==> config.mk <==
export PLATFORM = sky130hd
export DESIGN_NAME = tdm_ser_tx
export DESIGN_NICKNAME = d
export VERILOG_FILES = /design/src/rtl/tdm_ser_tx.sv
export SDC_FILE = /design/constraint.sdc
export NUM_CORES = 1
export LEC_CHECK = 0
export ABC_AREA = 1
export BUFFER_PORTS_ARGS = -buffer_cell sky130_fd_sc_hd__buf_2
export CORE_MARGIN = 5
export CORE_UTILIZATION = 60
export CTS_CLUSTER_SIZE = 40
export DETAILED_ROUTE_END_ITERATION = 10
export PLACE_DENSITY = 0.82
export SLEW_MARGIN = 10
export SYNTH_ARGS = -nofsm -noshare
export SYNTH_HDL_FRONTEND = slang
export SYNTH_SLANG_ARGS = --single-unit
==> constraint.sdc <==
create_clock -name clk -period 3.1 [get_ports clk]
set_input_delay 0.155 -clock clk [delete_from_list [all_inputs] [get_ports clk]]
set_output_delay 0.155 -clock clk [all_outputs]
set_load 0.05 [all_outputs]
==> src/rtl/tdm_ser_tx.sv <==
//------------------------------------------------------------------------------
// tdm_ser_tx
//
// Parallel-to-serial TDM channel transmitter. Words arrive on a valid/ready
// stream, wait in a small FIFO, and are shifted out MSB-first as a
// bit clock / frame sync / serial data triplet. One word is sent per
// timeslot and CHANNELS timeslots make a frame, with no gap between frames.
// When the FIFO is empty at a word boundary, IDLE_WORD is sent instead.
//
// Ports:
//   clk          system clock
//   reset        asynchronous, active-low reset
//   enable       transmitter run; low holds the serial interface idle
//   in_data      word to transmit, consumed in timeslot order
//   in_valid     in_data valid
//   in_ready     FIFO can accept (combinational, = !full)
//   ser_d        serial data, MSB first
//   ser_clk      generated bit clock (data launched on its rising edge)
//   ser_fs       frame sync, high for bit 0 of timeslot 0
//   frame_start  one-clk pulse when timeslot 0 bit 0 is launched
//   underrun     one-clk pulse when IDLE_WORD is substituted
//   cur_chan     timeslot currently on ser_d
//   fifo_level   words held in the FIFO
//------------------------------------------------------------------------------
`timescale 1ns/1ps

module tdm_ser_tx #(
    parameter int                CHANNELS   = 32,
    parameter int                WORD_W     = 8,
    parameter int                CLK_DIV    = 4,
    parameter int                FIFO_DEPTH = 4,
    parameter logic [WORD_W-1:0] IDLE_WORD  = 8'hD5
) (
    input  logic                          clk,
    input  logic                          reset,
    input  logic                          enable,
    input  logic [WORD_W-1:0]             in_data,
    input  logic                          in_valid,
    output logic                          in_ready,
    output logic                          ser_d,
    output logic                          ser_clk,
    output logic                          ser_fs,
    output logic                          frame_start,
    output logic                          underrun,
    output logic [$clog2(CHANNELS)-1:0]   cur_chan,
    output logic [$clog2(FIFO_DEPTH):0]   fifo_level
);

    localparam int DIV_W  = (CLK_DIV > 1) ? $clog2(CLK_DIV) : 1;
    localparam int BIT_W  = (WORD_W > 1) ? $clog2(WORD_W) : 1;
    localparam int CHAN_W = $clog2(CHANNELS);
    localparam int PTR_W  = $clog2(FIFO_DEPTH);
    localparam int LVL_W  = PTR_W + 1;

    localparam logic [DIV_W-1:0]  DIV_LAST  = DIV_W'(CLK_DIV - 1);
    localparam logic [BIT_W-1:0]  BIT_LAST  = BIT_W'(WORD_W - 1);
    localparam logic [CHAN_W-1:0] CHAN_LAST = CHAN_W'(CHANNELS - 1);
    localparam logic [LVL_W-1:0]  LVL_FULL  = LVL_W'(FIFO_DEPTH);

    // FIFO storage and pointers
    logic [WORD_W-1:0] fifo_mem [FIFO_DEPTH];
    logic [PTR_W-1:0]  wr_ptr;
    logic [PTR_W-1:0]  rd_ptr;

    // Serializer state
    logic [DIV_W-1:0]  div_cnt;
    logic [BIT_W-1:0]  bit_idx;
    logic [CHAN_W-1:0] chan;
    logic [WORD_W-1:0] shift_reg;

    logic              fifo_full;
    logic              fifo_empty;
    logic              push;
    logic              pop;
    logic              tx_edge;
    logic              word_load;
    logic [WORD_W-1:0] load_word;

    assign fifo_full  = (fifo_level == LVL_FULL);
    assign fifo_empty = (fifo_level == '0);
    assign in_ready   = !fifo_full;

    // A full FIFO refuses the push even if a word is popped in the same
    // cycle, so in_ready never depends on the serializer timing.
    assign push = in_valid && !fifo_full;

    // A tx edge is the cycle in which ser_clk is about to toggle 0->1.
    assign tx_edge   = enable && (div_cnt == DIV_LAST) && !ser_clk;
    assign word_load = tx_edge && (bit_idx == '0);

    // An empty FIFO at a word load is an underrun; a word pushed in that
    // same cycle stays in the FIFO for the next slot.
    assign pop       = word_load && !fifo_empty;
    assign load_word = fifo_empty ? IDLE_WORD : fifo_mem[rd_ptr];

    // FIFO data array: written on every accepted push, never reset.
    always_ff @(posedge clk) begin
        if (push) begin
            fifo_mem[wr_ptr] <= in_data;
        end
    end

    // FIFO pointers and level. Power-of-two depth lets the pointers wrap
    // naturally. Disabling the transmitter leaves the FIFO untouched.
    always_ff @(posedge clk or negedge reset) begin
        if (!reset) begin
            wr_ptr     <= '0;
            rd_ptr     <= '0;
            fifo_level <= '0;
        end else begin
            if (push) begin
                wr_ptr <= wr_ptr + 1'b1;
            end
            if (pop) begin
                rd_ptr <= rd_ptr + 1'b1;
            end
            case ({push, pop})
                2'b10:   fifo_level <= fifo_level + 1'b1;
                2'b01:   fifo_level <= fifo_level - 1'b1;
                default: fifo_level <= fifo_level;
            endcase
        end
    end

    // Bit-clock divider and serializer. Data, frame sync and the channel
    // number are all launched in the cycle ser_clk rises so that the far
    // end can sample them on the falling edge. Dropping enable abandons
    // the current word and restarts the next run at timeslot 0, bit 0.
    always_ff @(posedge clk or negedge reset) begin
        if (!reset) begin
            div_cnt     <= '0;
            bit_idx     <= '0;
            chan        <= '0;
            shift_reg   <= '0;
            ser_clk     <= 1'b0;
            ser_d       <= 1'b0;
            ser_fs      <= 1'b0;
            frame_start <= 1'b0;
            underrun    <= 1'b0;
            cur_chan    <= '0;
        end else if (!enable) begin
            div_cnt     <= '0;
            bit_idx     <= '0;
            chan        <= '0;
            ser_clk     <= 1'b0;
            ser_d       <= 1'b0;
            ser_fs      <= 1'b0;
            frame_start <= 1'b0;
            underrun    <= 1'b0;
            cur_chan    <= '0;
        end else begin
            frame_start <= 1'b0;
            underrun    <= 1'b0;

            if (div_cnt == DIV_LAST) begin
                div_cnt <= '0;
                ser_clk <= !ser_clk;
            end else begin
                div_cnt <= div_cnt + 1'b1;
            end

            if (tx_edge) begin
                if (word_load) begin
                    ser_d       <= load_word[WORD_W-1];
                    shift_reg   <= load_word << 1;
                    ser_fs      <= (chan == '0);
                    frame_start <= (chan == '0);
                    underrun    <= fifo_empty;
                    cur_chan    <= chan;
                end else begin
                    ser_d     <= shift_reg[WORD_W-1];
                    shift_reg <= shift_reg << 1;
                    ser_fs    <= 1'b0;
                end

                if (bit_idx == BIT_LAST) begin
                    bit_idx <= '0;
                    chan    <= (chan == CHAN_LAST) ? '0 : chan + 1'b1;
                end else begin
                    bit_idx <= bit_idx + 1'b1;
                end
            end
        end
    end

endmodule

==> results by group <==
Worst setup path
  • Maximum fanout along the worst path: 21
  • Worst EP required: 3.33 ns
  • Critical path arrival: 2.67 ns
  • Setup CP Type: reg -> reg
  • Startpoint types: flop
  • Setup crit end kind: flop

Die
  • FP Rows: 25
  • Initial core utilization: 0.620
  • CORE AREA: 4750 µm²
  • Die X: 80.1 µm
  • Die Footprint: 6410 µm²
  • # IOs: 26
  • Die height: 80.1 µm

Place
  • DPL Wire Length: 3630 µm
  • # port buffers: 25
  • Post-Place Cells: 378
  • GP Congestion: 0.831

Detailed routing
  • Drt wl/cell: 13.3 µm
  • First DRT Iteration DRCs: 121
  • Total vias in the final route: 1,979
  • Vias per cell: 5.01
  • Post-route DRC: 0
  • Final ANT Viol Nets: 0
  • WL final: 5240 µm
  • First-pass iteration count of the detailed router: 4

CTS
  • CTS Root Cell: clkbuf_8
  • Post-CTS Setup Bufs: 0
  • Cts bufs inserted: 9
  • Clock-pin slew on the worst setup and hold paths: 0.07 ns
  • Num Clock Sinks: 66
  • Max clock buf depth: 2
  • CTS HTree Levels: 3
  • Clock latency on the worst-skew pair: 0.34 ns
  • CTS tree: yes

STA
  • Final period utilization: 0.786
  • Hold violation count in the final report: 0
  • Worst Skew: 0.00788 ns
  • Worst slew pin tran: 0.787 ns
  • Slew headroom: 0.473
  • Fmax: 0.410 GHz
  • Min Tclk post-route: 2.44 ns
  • RSZ-0062 raised after global routing: false
  • Endpoints failing setup: 0
  • Slew Viols, Final: 0
  • Final TNS setup: 0 ns

Layout
  • Nets@finish: 348
  • Number of flip-flops in the largest register: 32
  • Non-filler cells in the finished layout: 395
  • Layout cell share with drive strength beyond 1: 0.143
  • Ant diodes: 0
  • Fill cells: 384
  • Area grow syn2layout: 11.1%

Power
  • P_leak: 1.56 nW
  • Power density cells: 773 nW/µm²
  • Peak VDD IR: 0.000517 V

GRT
  • Pin count of the biggest net entering global routing: 35
  • Global-route wire length before repair: 8840 µm
  • GRT Util Overall: 0.188
  • Total gr overflow: 0
  • Vias in the first global route: 1,916
  • Initial antenna violation count: 0

Job
  • MaxCap Viol Count: 0

Run status
  • Status: completed

Synth
  • FF+latch count, synth: 66
  • Yosys cell types: 24
  • Post-Syn Nets: 321
  • Sequential-to-total area share from yosys stat: 0.615
  • Post-Syn Instances: 296
  • Mapped Area: 2950 µm²
  • Syn Area/Cell: 9.95 µm²
  • Synth warnings: 0

Min path
  • Worst Hold Class: in -> reg
## layer usage
layer | up-vias | GRT usage | part of all wire
met5 | - | 0 | 0
met4 | 0 | 0.0963 | 0.021
met3 | 10 | 0.0549 | 0.039
met2 | 31 | 0.300 | 0.49
met1 | 928 | 0.231 | 0.45
li1 | 1010 | - | -
## area by class of cell
| class | instances | area (µm²) | share of cell area |
|---|---|---|---|
| sequential | 66 | 1810 | 0.554 |
| multi-input combinational | 181 | 931 | 0.284 |
| timing repair buffer | 27 | 143 | 0.0436 |
| inverter | 38 | 143 | 0.0436 |
| clock buffer | 10 | 128 | 0.0390 |
| tap | 67 | 83.8 | 0.0256 |
| clock inverter | 6 | 33.8 | 0.0103 |
## report_power, final
| group | switching (mW) | internal, mW | total [mW] |
|---|---|---|---|
| Combinational | 0.457 | 0.206 | 0.662 |
| Sequential | 0.138 | 1.12 | 1.26 |
| Clock | 0.326 | 0.283 | 0.608 |
| Total | 0.920 | 1.61 | 2.53 |
## path summary, 6_finish.rpt
check	slack, ns	end	start	cells past startpoint
worst max register to register	0.66	fifo_level[2]$_DFFE_PN0P_	div_cnt[0]$_DFF_PN0_	11
worst min register to register	0.44	div_cnt[0]$_DFF_PN0_	div_cnt[0]$_DFF_PN0_	1
min in group asynchronous	0.40	ser_d$_DFFE_PN0P_	reset	2
worst max-delay path	0.66	fifo_level[2]$_DFFE_PN0P_	div_cnt[0]$_DFF_PN0_	11
worst min-delay path	0.02	fifo_mem[3][6]$_DFFE_PP_	in_data[6]	1
max in group asynchronous	2.23	cur_chan[1]$_DFFE_PN0P_	reset	2
## per-stage QoR
step | instance area [µm²] | worst slack (ns) | util | total power, mW | hold slack (ns)
2_1_floorplan | 2950 | 0.429 | - | 1.77 | -0.141
5_1_grt | 3270 | 0.459 | 0.688 | 2.71 | 0.00639
4_1_cts | 3270 | 0.663 | 0.688 | 2.55 | 0.00971
3_3_place_gp | 3100 | 0.765 | 0.652 | 1.91 | 0.257
3_5_place_dp | 3100 | 0.666 | 0.652 | 1.95 | 0.257
6_report | 3270 | 0.663 | 0.688 | 2.53 | 0.0231
## logic make-up (layout without fill, tap and decap cells)
logic type,count (synthesis),in the layout,synth area share
adders and majority gates,13,13,0.0577
xor gates and xnor gates,5,5,0.0149
and+or+nand+nor,137,137,0.198
DFF,66,66,0.615
buffers and inverters,49,81,0.0692
AOI/OAI and AO/OA,26,26,0.0454
## cells in the final DEF (no fill, tap or decap)
| master | Yosys | final |
|---|---|---|
| xor2_1 | 3 | 3 |
| nand2_2 | 2 | 2 |
| nand4_1 | 3 | 3 |
| dlygate4sd3_1 | 0 | 1 |
| a21oi_1 | 7 | 7 |
| buf_2 | 7 | 25 |
| ha_1 | 12 | 12 |
| nor2_1 | 14 | 14 |
| nor3_1 | 1 | 1 |
| clkinv_2 | 0 | 3 |
| inv_1 | 37 | 37 |
| buf_4 | 1 | 1 |
| nand3_1 | 32 | 32 |
| dfrtp_1 | 34 | 34 |
| edfxtp_1 | 32 | 32 |
| fa_1 | 1 | 1 |
| o21ai_2 | 1 | 1 |
| nor2_4 | 1 | 1 |
| clkinvlp_4 | 0 | 2 |
| nand2_1 | 81 | 81 |
| xnor2_1 | 2 | 2 |
| clkbuf_8 | 0 | 9 |
| o21ai_0 | 18 | 18 |
| nor2_2 | 1 | 1 |
| clkbuf_1 | 2 | 1 |
| or2_2 | 2 | 2 |
| clkinv_1 | 1 | 2 |
## critical path, cell delays in order, from the launching register on
cell,delay (ns)
dfrtp_1,0.35
ha_1,0.20
nand2_2,0.07
nor2_4,0.23
nand2_2,0.27
nor2_2,0.19
ha_1,0.16
inv_1,0.07
fa_1,0.38
a21oi_1,0.14
o21ai_0,0.11
xnor2_1,0.13
## cells in the mapped netlist, drive strengths merged
cell     n  area [µm²]
nand2   83         317
inv     37         139
dfrtp   34         851
edfxtp  32         961
nand3   32         160
o21ai   19        98.9
nor2    16        70.1
ha      12         150
buf      9        53.8
a21oi    7        35.0
nand4    3        18.8
xor2     3        26.3
clkbuf   2        7.51
or2      2        12.5
xnor2    2        17.5
clkinv   1        3.75
fa       1        20.0
nor3     1        5.00
## what timing repair did
item / 4_1_cts / 5_1_grt
resized for setup: 0 / 0
hold endpoints to repair: 34 / 0
hold buffers: 1 / 0
endpoints found under the setup margin: 0 / 0
No activity file was read; power rests on OpenSTA's default activity.
